`config.mk`:
```
export PLATFORM = sky130hd
export DESIGN_NAME = fuel_countdown_ctrl
export DESIGN_NICKNAME = d
export VERILOG_FILES = /design/src/rtl/fuel_pkg.sv /design/src/rtl/fuel_sat_update.sv /design/src/rtl/fuel_countdown_ctrl.sv
export SDC_FILE = /design/constraint.sdc
export NUM_CORES = 1
export LEC_CHECK = 0
export CORE_ASPECT_RATIO = 1.5
export CORE_MARGIN = 4
export CORE_UTILIZATION = 30
export DETAILED_ROUTE_END_ITERATION = 10
export PLACE_DENSITY = 0.48
export SLEW_MARGIN = 20
export SYNTH_ARGS = -nofsm -noshare
export SYNTH_HDL_FRONTEND = slang
export SYNTH_HIERARCHICAL = 1
export SYNTH_SLANG_ARGS = --single-unit
```
`constraint.sdc`:
```
create_clock -name clk -period 4.5 [get_ports clk]
set_input_delay 0.45 -clock clk [delete_from_list [all_inputs] [get_ports clk]]
set_output_delay 0.45 -clock clk [all_outputs]
set_load 0.01 [all_outputs]
```
`src/rtl/fuel_pkg.sv`:
```
// Shared types and default constants for the fuel/timer countdown controller.
package fuel_pkg;

  typedef enum logic [2:0] {
    StIdle  = 3'd0,
    StArm   = 3'd1,
    StRun   = 3'd2,
    StPause = 3'd3,
    StHold  = 3'd4
  } fuel_state_t;

  localparam int unsigned DefWidth      = 8;
  localparam int unsigned DefLoadValue  = 100;
  localparam int unsigned DefDecStep    = 1;
  localparam int unsigned DefRefill     = 20;
  localparam int unsigned DefLowThresh  = 15;
  localparam int unsigned DefHoldTicks  = 1;
  localparam bit          DefAutoReload = 1'b0;

endpackage

```
`src/rtl/fuel_sat_update.sv`:
```
// Combinational count update: subtract step, add refill, clamp to 0..CEIL.
module fuel_sat_update #(
  parameter int unsigned WIDTH  = 8,
  parameter int unsigned CEIL   = 100,
  parameter int unsigned STEP   = 1,
  parameter int unsigned REFILL = 20
) (
  input  logic [WIDTH-1:0] count_i,
  input  logic             tick_i,
  input  logic             refill_i,
  output logic [WIDTH-1:0] next_o,
  output logic             zero_o
);

  localparam int unsigned EW = WIDTH + 2;

  // Two guard bits keep both the underflow sign and the refill overshoot visible.
  logic signed [EW-1:0] sum;

  always_comb begin
    sum = signed'({2'b00, count_i});
    if (tick_i) sum = sum - signed'(EW'(STEP));
    if (refill_i) sum = sum + signed'(EW'(REFILL));
    if (sum < 0) begin
      next_o = '0;
    end else if (sum > signed'(EW'(CEIL))) begin
      next_o = WIDTH'(CEIL);
    end else begin
      next_o = sum[WIDTH-1:0];
    end
  end

  assign zero_o = (next_o == '0);

endmodule

```
`src/rtl/fuel_countdown_ctrl.sv`:
```
// Fuel/timer gauge: arm/run/pause/hold FSM with a saturating down-counter.
module fuel_countdown_ctrl
  import fuel_pkg::*;
#(
  parameter int unsigned WIDTH       = DefWidth,
  parameter int unsigned LOAD_VALUE  = DefLoadValue,
  parameter int unsigned DEC_STEP    = DefDecStep,
  parameter int unsigned REFILL      = DefRefill,
  parameter int unsigned LOW_THRESH  = DefLowThresh,
  parameter int unsigned HOLD_TICKS  = DefHoldTicks,
  parameter bit          AUTO_RELOAD = DefAutoReload
) (
  input  logic             clk,
  input  logic             resetN,
  input  logic             startN,
  input  logic             waitN,
  input  logic             OneSecPulse,
  input  logic             refillPulse,
  output logic [WIDTH-1:0] count,
  output logic             timerEnd,
  output logic             running,
  output logic             lowFuel
);

  localparam int unsigned HW = (HOLD_TICKS > 0) ? $clog2(HOLD_TICKS + 1) : 1;

  fuel_state_t      state_q, state_d;
  logic [WIDTH-1:0] count_q, count_d;
  logic [HW-1:0]    hold_q, hold_d;
  logic             timer_end_q, timer_end_d;

  logic             upd_tick, upd_refill, upd_zero;
  logic [WIDTH-1:0] upd_next;

  // Ticks only consume fuel in RUN; refills count in any active state.
  assign upd_tick   = (state_q == StRun) && OneSecPulse;
  assign upd_refill = refillPulse &&
                      ((state_q == StRun) || (state_q == StPause) || (state_q == StHold));

  fuel_sat_update #(
    .WIDTH  (WIDTH),
    .CEIL   (LOAD_VALUE),
    .STEP   (DEC_STEP),
    .REFILL (REFILL)
  ) u_sat_update (
    .count_i  (count_q),
    .tick_i   (upd_tick),
    .refill_i (upd_refill),
    .next_o   (upd_next),
    .zero_o   (upd_zero)
  );

  always_comb begin
    state_d     = state_q;
    count_d     = count_q;
    hold_d      = hold_q;
    timer_end_d = 1'b0;
    unique case (state_q)
      StIdle: begin
        if (!startN) state_d = StArm;
      end
      StArm: begin
        count_d = WIDTH'(LOAD_VALUE);
        if (startN) state_d = StRun;
      end
      StRun: begin
        count_d = upd_next;
        if (upd_tick && upd_zero) begin
          timer_end_d = 1'b1;
          if (AUTO_RELOAD) begin
            count_d = WIDTH'(LOAD_VALUE);
          end else begin
            count_d = '0;
            state_d = StIdle;
          end
        end else if (!waitN) begin
          state_d = StPause;
        end
      end
      StPause: begin
        count_d = upd_next;
        if (waitN) begin
          if (HOLD_TICKS == 0) begin
            state_d = StRun;
          end else begin
            state_d = StHold;
            hold_d  = HW'(HOLD_TICKS);
          end
        end
      end
      StHold: begin
        count_d = upd_next;
        if (!waitN) begin
          state_d = StPause;
        end else if (OneSecPulse) begin
          hold_d = hold_q - 1'b1;
          if (hold_q == HW'(1)) state_d = StRun;
        end
      end
      default: state_d = StIdle;
    endcase
  end

  always_ff @(posedge clk or negedge resetN) begin
    if (!resetN) begin
      state_q     <= StIdle;
      count_q     <= '0;
      hold_q      <= '0;
      timer_end_q <= 1'b0;
    end else begin
      state_q     <= state_d;
      count_q     <= count_d;
      hold_q      <= hold_d;
      timer_end_q <= timer_end_d;
    end
  end

  assign count    = count_q;
  assign timerEnd = timer_end_q;
  assign running  = (state_q == StRun);
  assign lowFuel  = (count_q != '0) && (count_q <= WIDTH'(LOW_THRESH));

endmodule

```
# == Yosys cells after proc, flatten, opt, wreduce, memory -nomap -nowiden ==
# Cells that the tools add are included.
# classes
n_addsub,3
multipliers,0
div,0
order_cmp,3
eq_ne,12
n_shift,0
muxes,21
bitwise,0
n_reduce_logical,14
# op_table
op,count
$mux W3,8
$mux W8,3
$pmux W8 S3,1
$mux W10,2
$pmux W3 S5,1
$add A10 B6 Y10 const B,1
$gt A10 B8 Y1 const B,1
$lt A10 B1 Y1 const B,1
$ne A2 B2 Y1 const B,5
$sub A8 B1 Y9 const B,1
$le A8 B4 Y1 const B,1
$logic_not A8 Y1,1
$reduce_bool A8 Y1,1
$eq A3 B2 Y1 const B,2
$ne A3 B3 Y1 const B,2
$reduce_and A6 Y1,1
$mux W1,5
$logic_and A1 B1 Y1,4
$reduce_and A4 Y1,1
$eq A3 B1 Y1 const B,1
$eq A3 B3 Y1 const B,1
$logic_not A3 Y1,1
$ne A3 B2 Y1 const B,1
$reduce_bool A3 Y1,1
5 further kinds,6
# totals
register_bits,13
latchBits,0
ram_bits,0
mem_bits_ro,0
input_bits,6
output_inout_bits,11
elab_cells,57
memories,0

# == Depth between registers and ports, before layout ==
# logic_depth
ltp_word,12
mapped_depth,16
mapped_depth_nobuf,14

# == By module ==
# The synthesis kept the hierarchy.
# by_module_without_submodules
module,instances,cells_per_inst,area_per_inst_um2,seq_area_each_um2
fuel_countdown_ctrl,1,86,813.3,325.3
fuel_sat_update,1,90,651.9,0.0

# == Worst setup path before layout ==
# No wires, ideal clock.
# synth_timing
path_type,reg2reg
startpoint,reg state_q[2]
endpoint,"reg count_q[0], in the netlist count[0]"
setup_ns,0.126
arrival_ns,3.548
required_time_ns,4.374
slack_ns,0.826
path_stages_with_launch,17
path_buffers,2
synth_period_minus_slack_ns,3.674
cell_sequence,dfrtp_1 buf_6 nor2b_1 and3_1 buf_4 nor4b_1 xor2_1 ha_1 nor2_1 mux2i_1 a41oi_1 and3b_1 a2111oi_1 nor3_1 mux2i_1 nor2_1 a221o_1
# synth_via
elab_chain_cells,12
elab_cells_between_ends,21
cone_classes,add/sub: 1; order compare: 2; eq/ne: 4; mux: 6; reduce/logical: 8
# synth_lines
item,line_no,text
start: declaration,fuel_countdown_ctrl.sv:27,"fuel_state_t state_q, state_d;"
start signal: assignment,fuel_countdown_ctrl.sv:106,state_q <= StIdle;
start signal: assignment,fuel_countdown_ctrl.sv:111,state_q <= state_d;
$eq A3 B2 Y1 (*),fuel_countdown_ctrl.sv:36,assign upd_tick = (state_q == StRun) && OneSecPulse;
$logic_and A1 B1 Y1 (*),fuel_countdown_ctrl.sv:36,
net upd_tick,fuel_countdown_ctrl.sv:32,"logic upd_tick, upd_refill, upd_zero;"
$mux W10 (*),fuel_sat_update.sv:22,if (tick_i) sum = sum - signed'(EW'(STEP));
$add A10 B6 Y10,fuel_sat_update.sv:23,if (refill_i) sum = sum + signed'(EW'(REFILL));
$mux W10 (*),fuel_sat_update.sv:23,
$gt A10 B8 Y1,fuel_sat_update.sv:26,end else if (sum > signed'(EW'(CEIL))) begin
$mux W8,fuel_sat_update.sv:26,
$mux W8 (*),fuel_sat_update.sv:24,if (sum < 0) begin
net upd_next[0],fuel_countdown_ctrl.sv:33,logic [WIDTH-1:0] upd_next;
$logic_not A8 Y1,fuel_sat_update.sv:33,assign zero_o = (next_o == '0);
$logic_and A1 B1 Y1,fuel_countdown_ctrl.sv:68,if (upd_tick && upd_zero) begin
$mux W8,fuel_countdown_ctrl.sv:68,
$pmux W8 S3 (*),fuel_countdown_ctrl.sv:58,unique case (state_q)
end signal: assignment,fuel_countdown_ctrl.sv:112,count_q <= count_d;
end: declaration,fuel_countdown_ctrl.sv:28,"logic [WIDTH-1:0] count_q, count_d;"
# The timed path passes the listed nets; every way through them passes the cells marked *.
# A chain may end at the register's enable or synchronous reset.

# == Worst setup path after layout ==
# layout_timing
startpoint,in OneSecPulse
endpoint,"reg count_q[0], in the netlist count[0]"
# layout_via
elab_chain_cells,11
elab_cells_between_ends,12
cone_classes,add/sub: 1; order compare: 2; mux: 6; reduce/logical: 3
# layout_lines
item,line_no,text
start: declaration,fuel_countdown_ctrl.sv:17,"input logic OneSecPulse,"
$logic_and A1 B1 Y1 (*),fuel_countdown_ctrl.sv:36,
net upd_tick,fuel_countdown_ctrl.sv:32,
$mux W10 (*),fuel_sat_update.sv:22,
$add A10 B6 Y10,fuel_sat_update.sv:23,
$mux W10 (*),fuel_sat_update.sv:23,
$gt A10 B8 Y1,fuel_sat_update.sv:26,
$mux W8,fuel_sat_update.sv:26,
$mux W8 (*),fuel_sat_update.sv:24,
$logic_not A8 Y1 (*),fuel_sat_update.sv:33,
net upd_zero,fuel_countdown_ctrl.sv:32,
$logic_and A1 B1 Y1 (*),fuel_countdown_ctrl.sv:68,
$mux W8 (*),fuel_countdown_ctrl.sv:68,
$pmux W8 S3 (*),fuel_countdown_ctrl.sv:58,
# Marks and branches as above.

==> results.cfg <==
[timing]
fin_worst_skew_ns = 0.00165
post-route-min-period_ns = 4.14
finalSetupViolCount = 0
hold_violations = 0
slew_headroom_pct = 55.3
fmax_mhz = 241
setup_ws_ns = 0.355
finalCritPeriodShare_pct = 92.1
rsz0062_at_grt = no
holdWs_ns = 0.553
worst_pin_slew_ns = 0.661
final_max_slew_viol_count = 0
fin_setup_tns_ns = 0

[clock_tree]
clk_latency_ns = 0.24
clock-sinks = 13
clkTransAtPathRegs_ns = 0.06
cts_root_buffer = clkbuf_8
holdBufCountCts = 0
clk_path_buf_depth = 2
post_cts.repair.setup_buffers = 0
cts_tree = yes
cts-buffers-inserted = 3
cts_max_level = 1
cts_resized = 0

[synth]
synth_seq_cells = 13
synth_ff_type = dfrtp_1
synth_area_mm2 = 0.00147
synth_warnings = 6
synth_edf_count = 0
syn_avg_cell_area_um2 = 8.32
async_reset_ff_share_pct = 100
yosysSeqAreaShare_pct = 22.2
yosysUniqueCellTypes = 65
netlist_instances = 176
syn-num-nets = 184

[placement]
dp_hpwl_um = 3210
io_buffer_count = 16
place.gp.congestion = 0.864
dpl_cell_area_mm2 = 0.00167
post-place-ws_ns = 0.229

[floorplanning]
die-area_mm2 = 0.00609
die_w_um = 65.1
start_util_pct = 31.7
row_count = 30
ios = 17
fp.dieH_um = 93.6
coreArea_mm2 = 0.00462

[final_layout]
nets = 199
fin_area_mm2 = 0.00172
mostFrequentLayoutCell = nor2_1
drive_gt1_share_pct = 11.6
syn_to_final_growth_pct = 17.1
antennaDiodeCount = 0
final_cell_mix = nor2_1, clkdlybuf4s50_1, dfrtp_1, a21oi_1, a31oi_1

[drt]
drtIter0Drc = 79
via_per_inst = 5.73
drtAntennaViolNets = 0
wl_per_cell_um = 16.5
detail_route.first_pass.iterations = 4
wl_um = 4190
num_vias = 1456
drc_errors = 0

[min_path]
min_from = state_q[0]$_DFFE_PN0P_
min_to = hold_q$_DFFE_PN0P_
min_path_cells = 2
hold_class = flip-flop to flip-flop

[critical_path]
rrSetupSlack_ns = 0.49
r2r.worst_path.cells = 14
worst_ep_arrival_time_ns = 4.27
required_ns = 4.62
cp-start-kind = input port
worstReg2RegStart = state_q[2]$_DFFE_PN0P_
reg2reg_to = count[0]$_DFFE_PN0P_
path_max_fanout = 6
end_kind = flip-flop
crit_type = input port to flip-flop

[global_route]
grt_pass1_wl_um = 7020
grt_max_degree = 17
grt_usage_pct = 14.6
antenna_found_initial = 0
grt_overflow_total = 0
grt_pass1_vias = 1528

[power_and_ir_drop]
swShare_pct = 48.8
pwr_density_cell_mw_per_mm2 = 628
power_leakage_nw = 0.626
vdd_ir_drop_max_uv = 278
p_seq_share_pct = 21.4
switching_power_w = 0.000525
intPower_w = 0.000552
p_clk_share_pct = 9.8
pwr-share-comb_pct = 68.9

[outcome]
outcome = complete, no violations

[job]
drv_cap = 0
## worst max-delay path by stage
stage	endpoint	cells past startpoint	startpoint
2_1_floorplan	count[0]$_DFFE_PN0P_	16	state_q[2]$_DFFE_PN0P_
3_3_place_gp	count[1]$_DFFE_PN0P_	14	OneSecPulse
3_5_place_dp	count[1]$_DFFE_PN0P_	14	OneSecPulse
4_1_cts	count[0]$_DFFE_PN0P_	14	OneSecPulse
5_1_grt	count[3]$_DFFE_PN0P_	14	OneSecPulse
6_report	count[0]$_DFFE_PN0P_	14	OneSecPulse
## sequential cells by signal, indices dropped and copies added, names as in the netlist
| name | cells |
|---|---|
| count | 8 |
| timerEnd | 1 |
| hold_q | 1 |
| state_q | 3 |
## cell families after synthesis
kind of cell               after synthesis  share of synthesized area, %
adders and majority gates                2                          1.71
buffers and inverters                   19                          7.00
xor gates and xnor gates                 9                          5.38
AOI/OAI and AO/OA                       59                          32.4
DFF                                     13                          22.2
and+or+nand+nor                         65                          25.3
muxes                                    8                          5.81
other                                    1                         0.256
## per-stage QoR
stage               instances  utilization, %  total power (W)
floorplan                 176               -         0.000763
global placement          250            36.2         0.000953
detailed placement        250            36.2         0.000968
CTS                       254            37.2          0.00108
global route              254            37.2          0.00117
finish                    254            37.2          0.00108
## routing by layer
metal | up-vias | global-route usage (%) | wire (µm)
li1 | 703 | - | -
met1 | 718 | 16.5 | 1780
met2 | 29 | 26.7 | 2250
met3 | 6 | 1.68 | 103
met4 | 0 | 6.57 | 58
met5 | - | 0 | 0
## synth_stat cells (3+ instances only)
library cell | number | area share [%]
nor3_1 | 4 | 1.4
inv_1 | 8 | 2.0
nand3_1 | 4 | 1.4
dfrtp_1 | 13 | 22
a31oi_1 | 9 | 3.8
o21ai_0 | 7 | 2.4
xnor2_1 | 7 | 4.2
mux2i_1 | 7 | 4.8
nor2b_1 | 4 | 1.7
nand2_1 | 8 | 2.0
nor2_1 | 20 | 5.1
a221o_1 | 5 | 3.4
buf_4 | 3 | 1.5
clkbuf_1 | 5 | 1.3
a21oi_1 | 11 | 3.8
## power groups by stage
stage | Combinational (W) | Clock (W) | Sequential, W
after floorplan | 0.000550 | 0 | 0.000214
after global placement | 0.000723 | 0 | 0.000231
after detailed placement | 0.000734 | 0 | 0.000234
after CTS | 0.000739 | 0.000109 | 0.000230
after global routing | 0.000815 | 0.000117 | 0.000240
final | 0.000742 | 0.000105 | 0.000230
## cell type report
cell class	count	area [µm²]
Clock buffer	4	45.0
Multi-Input combinational cell	144	1040
Tap cell	64	80.1
Inverter	8	30.0
Sequential cell	13	325
Timing Repair Buffer	21	198
Fill cell	493	2900
## worst max-delay path: stages
cell             delay (ns)
clkdlybuf4s50_1        0.54
and3_1                 0.27
nor4b_1                0.33
xor2_1                 0.16
ha_1                   0.26
nor2_1                 0.15
mux2i_1                0.15
and2_1                 0.20
o311ai_1               0.51
a32oi_4                0.22
o31ai_1                0.35
and3b_1                0.25
nor2_2                 0.08
a221o_1                0.35
(Power assumes the default switching activity.)
